**config.mk**
```make
export PLATFORM = sky130hd
export DESIGN_NAME = spi_master_flat
export DESIGN_NICKNAME = d
export VERILOG_FILES = /design/src/rtl/spi_master_if.sv /design/src/rtl/spi_master.sv /design/src/flat_wrapper.sv
export SDC_FILE = /design/constraint.sdc
export NUM_CORES = 1
export LEC_CHECK = 0
export ABC_AREA = 0
export CELL_PAD_IN_SITES_DETAIL_PLACEMENT = 1
export CELL_PAD_IN_SITES_GLOBAL_PLACEMENT = 1
export CORE_UTILIZATION = 40
export CTS_BUF_LIST = sky130_fd_sc_hd__clkbuf_2
export DETAILED_ROUTE_END_ITERATION = 10
export PLACE_DENSITY_LB_ADDON = 0.1
export SYNTH_ARGS = -nofsm -noshare
export SYNTH_HDL_FRONTEND = slang
export SYNTH_SLANG_ARGS = --single-unit
```
**constraint.sdc**
```tcl
create_clock -name i_clk -period 4.2 [get_ports i_clk]
set_input_delay 0.42 -clock i_clk [delete_from_list [all_inputs] [get_ports i_clk]]
set_output_delay 0.42 -clock i_clk [all_outputs]
set_load 0.02 [all_outputs]
```
**src/rtl/spi_master_if.sv**
```systemverilog
// Host/serial bundle for the byte-wide SPI master.
// The master modport is the controller's view; the slave modport is the view of
// whatever sits around it (host logic plus the SPI slave on the serial pins).
interface spi_master_if;
    logic       i_start;
    logic [7:0] i_tdata;
    logic       i_mlb;
    logic       i_sdin;
    logic       o_ss;
    logic       o_sck;
    logic       o_sdout;
    logic       o_busy;
    logic       o_done;
    logic [7:0] o_rdata;

    modport master (
        input  i_start, i_tdata, i_mlb, i_sdin,
        output o_ss, o_sck, o_sdout, o_busy, o_done, o_rdata
    );

    modport slave (
        output i_start, i_tdata, i_mlb, i_sdin,
        input  o_ss, o_sck, o_sdout, o_busy, o_done, o_rdata
    );
endinterface

```
**src/rtl/spi_master.sv**
```systemverilog
// Byte-wide SPI master: sck idles high, data launched after each sck fall and
// sampled on each sck rise, MSB- or LSB-first per frame. All outputs registered.
module spi_master #(
    parameter int unsigned CLK_DIV = 4  // clk cycles per sck half-period, 1..255
) (
    input  logic          i_clk,
    input  logic          i_rstb,
    spi_master_if.master  io_bus
);

    typedef enum logic [2:0] {
        StIdle,
        StSetup,
        StShiftLo,
        StShiftHi,
        StHold,
        StDone
    } state_e;

    localparam logic [7:0] DIV_MAX = 8'(CLK_DIV - 1);

    state_e     r_state;
    logic [7:0] r_div;
    logic [2:0] r_bit_cnt;
    logic [7:0] r_tx;
    logic [7:0] r_rx;
    logic       r_mlb;
    logic       r_ss;
    logic       r_sck;
    logic       r_sdout;
    logic       r_busy;
    logic       r_done;
    logic [7:0] r_rdata;

    logic       w_div_end;
    logic       w_tx_bit;

    // Divider terminal count and the bit currently at the transmit end of the shifter.
    always_comb begin
        w_div_end = (r_div == DIV_MAX);
        w_tx_bit  = r_mlb ? r_tx[7] : r_tx[0];
    end

    // Frame sequencer with registered serial and handshake outputs.
    always_ff @(posedge i_clk or negedge i_rstb) begin
        if (!i_rstb) begin
            r_state   <= StIdle;
            r_div     <= 8'd0;
            r_bit_cnt <= 3'd0;
            r_tx      <= 8'h00;
            r_rx      <= 8'h00;
            r_mlb     <= 1'b0;
            r_ss      <= 1'b1;
            r_sck     <= 1'b1;
            r_sdout   <= 1'b0;
            r_busy    <= 1'b0;
            r_done    <= 1'b0;
            r_rdata   <= 8'h00;
        end else begin
            case (r_state)
                StIdle: begin
                    r_div <= 8'd0;
                    if (io_bus.i_start) begin
                        r_tx      <= io_bus.i_tdata;
                        r_mlb     <= io_bus.i_mlb;
                        r_rx      <= 8'h00;
                        r_bit_cnt <= 3'd0;
                        r_ss      <= 1'b0;
                        r_busy    <= 1'b1;
                        r_state   <= StSetup;
                    end
                end
                StSetup: begin
                    if (w_div_end) begin
                        r_div   <= 8'd0;
                        r_sck   <= 1'b0;
                        r_sdout <= w_tx_bit;
                        r_state <= StShiftLo;
                    end else begin
                        r_div <= r_div + 8'd1;
                    end
                end
                StShiftLo: begin
                    if (w_div_end) begin
                        r_div     <= 8'd0;
                        r_sck     <= 1'b1;
                        r_bit_cnt <= r_bit_cnt + 3'd1;
                        // Rx and tx move in the same direction so the next tx bit
                        // is always at the same end as the first.
                        if (r_mlb) begin
                            r_rx <= {r_rx[6:0], io_bus.i_sdin};
                            r_tx <= {r_tx[6:0], 1'b0};
                        end else begin
                            r_rx <= {io_bus.i_sdin, r_rx[7:1]};
                            r_tx <= {1'b0, r_tx[7:1]};
                        end
                        r_state <= StShiftHi;
                    end else begin
                        r_div <= r_div + 8'd1;
                    end
                end
                StShiftHi: begin
                    if (w_div_end) begin
                        r_div <= 8'd0;
                        // The 3-bit counter wraps to zero once all eight bits are in.
                        if (r_bit_cnt == 3'd0) begin
                            r_state <= StHold;
                        end else begin
                            r_sck   <= 1'b0;
                            r_sdout <= w_tx_bit;
                            r_state <= StShiftLo;
                        end
                    end else begin
                        r_div <= r_div + 8'd1;
                    end
                end
                StHold: begin
                    if (w_div_end) begin
                        r_div   <= 8'd0;
                        r_ss    <= 1'b1;
                        r_done  <= 1'b1;
                        r_sdout <= 1'b0;
                        r_rdata <= r_rx;
                        r_state <= StDone;
                    end else begin
                        r_div <= r_div + 8'd1;
                    end
                end
                StDone: begin
                    r_done  <= 1'b0;
                    r_busy  <= 1'b0;
                    r_state <= StIdle;
                end
                default: begin
                    r_state <= StIdle;
                end
            endcase
        end
    end

    // Drive the bus straight from the registers.
    always_comb begin
        io_bus.o_ss    = r_ss;
        io_bus.o_sck   = r_sck;
        io_bus.o_sdout = r_sdout;
        io_bus.o_busy  = r_busy;
        io_bus.o_done  = r_done;
        io_bus.o_rdata = r_rdata;
    end

endmodule

```
**src/flat_wrapper.sv**
```systemverilog
// flat-port wrapper written by rule: the top's interface ports become plain ports
module spi_master_flat 
#(
    parameter int unsigned CLK_DIV = 4                                           
)
  (i_clk, i_rstb, io_bus_i_start, io_bus_i_tdata, io_bus_i_mlb, io_bus_i_sdin, io_bus_o_ss, io_bus_o_sck, io_bus_o_sdout, io_bus_o_busy, io_bus_o_done, io_bus_o_rdata);
  spi_master_if io_bus_i ();
  input  logic i_clk;
  input  logic i_rstb;
  input wire logic [$bits(io_bus_i.i_start)-1:0] io_bus_i_start;
  input wire logic [$bits(io_bus_i.i_tdata)-1:0] io_bus_i_tdata;
  input wire logic [$bits(io_bus_i.i_mlb)-1:0] io_bus_i_mlb;
  input wire logic [$bits(io_bus_i.i_sdin)-1:0] io_bus_i_sdin;
  output wire logic [$bits(io_bus_i.o_ss)-1:0] io_bus_o_ss;
  output wire logic [$bits(io_bus_i.o_sck)-1:0] io_bus_o_sck;
  output wire logic [$bits(io_bus_i.o_sdout)-1:0] io_bus_o_sdout;
  output wire logic [$bits(io_bus_i.o_busy)-1:0] io_bus_o_busy;
  output wire logic [$bits(io_bus_i.o_done)-1:0] io_bus_o_done;
  output wire logic [$bits(io_bus_i.o_rdata)-1:0] io_bus_o_rdata;
  assign io_bus_i.i_start = io_bus_i_start;
  assign io_bus_i.i_tdata = io_bus_i_tdata;
  assign io_bus_i.i_mlb = io_bus_i_mlb;
  assign io_bus_i.i_sdin = io_bus_i_sdin;
  assign io_bus_o_ss = io_bus_i.o_ss;
  assign io_bus_o_sck = io_bus_i.o_sck;
  assign io_bus_o_sdout = io_bus_i.o_sdout;
  assign io_bus_o_busy = io_bus_i.o_busy;
  assign io_bus_o_done = io_bus_i.o_done;
  assign io_bus_o_rdata = io_bus_i.o_rdata;
  spi_master #(.CLK_DIV(CLK_DIV)) u_core (.i_clk(i_clk), .i_rstb(i_rstb), .io_bus(io_bus_i));
endmodule
```
==> reports/results.tsv <==
stage	metric	value	unit
outcome	status	completed	
setup_path	cp.required	4.53	ns
yosys	ys_seq_area_frac	0.466	
clock_tree	clk_path_buf_depth	2	
setup_path	r2r_cells	3	
yosys	syn_inst	223	
pwr	leakage	1.10	nW
job	max_cap_viol_count	0	
global_routing	grt_max_degree	45	
setup_path	crit_path_max_fanout	27	
yosys	async_flop_share	1.00	
sta	worst_slack	1.42	ns
cells_and_area	fin_nets	258	
min_path	hp-class	in -> async	
yosys	synth.area.top_cells	dfrtp_1, mux2i_1, mux2_2	
sta	fin_crit	2.78	ns
sta	rsz0062_at_grt	no	
clock_tree	cts-htree-levels	2	
placement	gp_congestion	0.741	
pwr	max-vdd-ir-drop	0.161	mV
yosys	avgSynthCellArea	10.6	sq um
setup_path	regToRegStartpoint	u_core.r_state[2]	
sta	setup_tns	0	ns
clock_tree	cts_setup_buffers	0	
clock_tree	clock_sinks	44	
floorplan	io_pins	26	
global_routing	track_usage	0.185	
sta	maxSlewHeadroom	0.334	
placement	place_ws	1.41	ns
sta	tightest_slew	0.998	ns
clock_tree	cts_hold_buf	0	
clock_tree	worst_skew_pair.late_latency	0.42	ns
cells_and_area	fillers	641	
yosys	ys.flop_type	dfrtp_1	
clock_tree	postCtsResizedCells	0	
yosys	synth_area	2370	sq um
sta	finalSetupViolCount	0	
floorplan	die_w	79.0	um
global_routing	antenna_found_initial	0	
drt	ant_nets	0	
setup_path	crit_path_start_kind	register	
sta	slew_viol_final	0	
sta	fmax	360	MHz
yosys	yosysTopAreaCellShare	0.444	
sta	fin_crit_sh	0.662	
cells_and_area	fin_cells	315	
setup_path	worstSetupEndpointType	register	
sta	finClkSkew	0.0187	ns
drt	drcViolationCount	0	
cells_and_area	area_growth	14.0	%
cells_and_area	n_antenna_cell	0	
global_routing	grt_pass1_vias	1873	
yosys	ys_types	50	
pwr	powerDensity	265	nW/um^2
drt	wl_per_cell	15.9	um
yosys	syn-num-nets	239	
yosys	synth-seq-cells	44	
setup_path	worst_ep_arrival_time	3.11	ns
drt	drt-total-wl	5.01	mm
drt	via_per_inst	5.46	
setup_path	reg2reg_to	u_core.r_rx[7]	
clock_tree	clkTransAtPathRegs	0.25	ns
placement	placed_cells	307	
setup_path	rrSetupSlack	1.42	ns
floorplan	fp.dieArea	6240	sq um
cells_and_area	drive_gt1_frac	0.173	
yosys	synth_enable_flop_cells	0	
sta	hold_viol	0	
yosys	yosys_warnings	0	
clock_tree	cts_root_buffer	clkbuf_2	
placement	dpl.hpwl	3.39	mm
setup_path	criticalPathCategory	reg -> reg	
global_routing	grt_pass1_wl	8.96	mm
global_routing	overflow	0	
drt	dr_total_vias	1719	
clock_tree	cts_buffers	5	
floorplan	start_util	0.423	
floorplan	rows	27	
placement	io_buffers	25	
drt	drt_first_iter_violations	70	
floorplan	core	5610	sq um
drt	drtPass1Iterations	4	
clock_tree	cts_tree	yes	
floorplan	die_y	79.0	um
yosys	synth_top_area_cell	dfrtp_1	
worst max-delay path, stage by stage (launching register included):
cell and delay [ns]:
dfrtp_1 0.68, or3b_1 0.84, o21ai_4 0.75, mux2_2 0.41
cell type report:
class | instances | area [sq um] | share of cell area
repair buffers | 25 | 245 | 0.0907
well taps | 72 | 90.1 | 0.0333
clock inverters | 3 | 46.3 | 0.0171
flip-flops and latches | 44 | 1100 | 0.408
inverters | 10 | 37.5 | 0.0139
multi-input cells | 156 | 1150 | 0.427
clock buffers | 5 | 25.0 | 0.00926
through the flow:
stage,area (sq um),hold slack [ns],power (W),utilization
floorplan,2370,0.124,0.000446,-
global placement,2630,0.447,0.000468,0.469
detailed placement,2630,0.459,0.000468,0.469
CTS,2700,0.126,0.000729,0.482
global route,2700,0.162,0.000749,0.482
finish,2700,0.111,0.000717,0.482
state kept, by name, indices dropped and copies added (netlist names):
signal	flops
u_core.io_bus.o_rdata	8
u_core.r_div	8
u_core.r_rx	8
u_core.r_tx	8
u_core.r_bit_cnt	3
u_core.r_state	3
u_core.io_bus.o_busy	1
u_core.io_bus.o_done	1
u_core.io_bus.o_sck	1
u_core.io_bus.o_sdout	1
u_core.io_bus.o_ss	1
u_core.r_mlb	1
cells by family after synthesis:
group                    synth area share
AND/OR/NAND/NOR                     0.153
AO/OA/AOI/OAI                       0.118
flip-flops                          0.466
adder cells (fa/ha/maj)            0.0158
multiplexers                        0.197
buffers and inverters              0.0470
XOR/XNOR                          0.00370
power by group:
| group | total (W) | internal (W) | switching, W |
|---|---|---|---|
| registers | 0.000432 | 0.000428 | 0.00000348 |
| logic | 0.0000284 | 0.0000149 | 0.0000134 |
| clock network | 0.000257 | 0.000103 | 0.000154 |
routing by layer:
layer  vias to the layer above  track usage  wire, um
met5                         -            0         0
li1                        830            -         -
met3                         8       0.0310       120
met2                        20        0.312      2370
met4                         0       0.0600        69
met1                       861        0.240      2450
cell usage after synthesis (2+ instances only):
library cell and count:
nor2_1 23, a31oi_1 4, and3_2 2, clkbuf_1 4
and2_1 2, o21ai_0 7, dfrtp_1 42, mux2i_1 23
dfstp_2 2, a21oi_1 17, inv_1 10, o31ai_1 2
nand3_1 6, mux2_4 3, mux2_2 17, buf_2 4
a311oi_1 2, ha_1 3, buf_1 3, and3_1 2
nand2_1 15, nand4_1 2
placed cells by master, fill, tap and decap left out, types with 2 or more instances in the layout:
cell	Yosys	final
dfstp_2	2	2
and3_2	2	2
nor2_1	23	23
o31ai_1	2	2
mux2_4	3	3
and2_1	2	2
inv_1	10	10
o21ai_0	7	7
nand2_1	15	15
a31oi_1	4	4
nand4_1	2	2
ha_1	3	3
a21oi_1	17	17
dfrtp_1	42	42
clkbuf_2	0	5
nand3_1	6	6
mux2i_1	23	23
and3_1	2	2
clkdlybuf4s50_1	0	24
a311oi_1	2	2
mux2_2	17	17
worst max-delay path by stage:
stage / startpoint / endpoint / slack (ns) / depth (start not counted)
after floorplan: u_core.r_div[0] / u_core.r_bit_cnt[0] / 2.31 / 6
after global placement: u_core.r_state[2] / u_core.r_rx[0] / 1.47 / 3
after detailed placement: u_core.r_state[2] / u_core.r_rx[0] / 1.41 / 3
after CTS: u_core.r_state[2] / u_core.r_rx[1] / 1.38 / 3
after global routing: u_core.r_state[2] / u_core.r_rx[1] / 1.25 / 3
final: u_core.r_state[2] / u_core.r_rx[7] / 1.42 / 3
No activity file was read; power rests on OpenSTA's default activity.
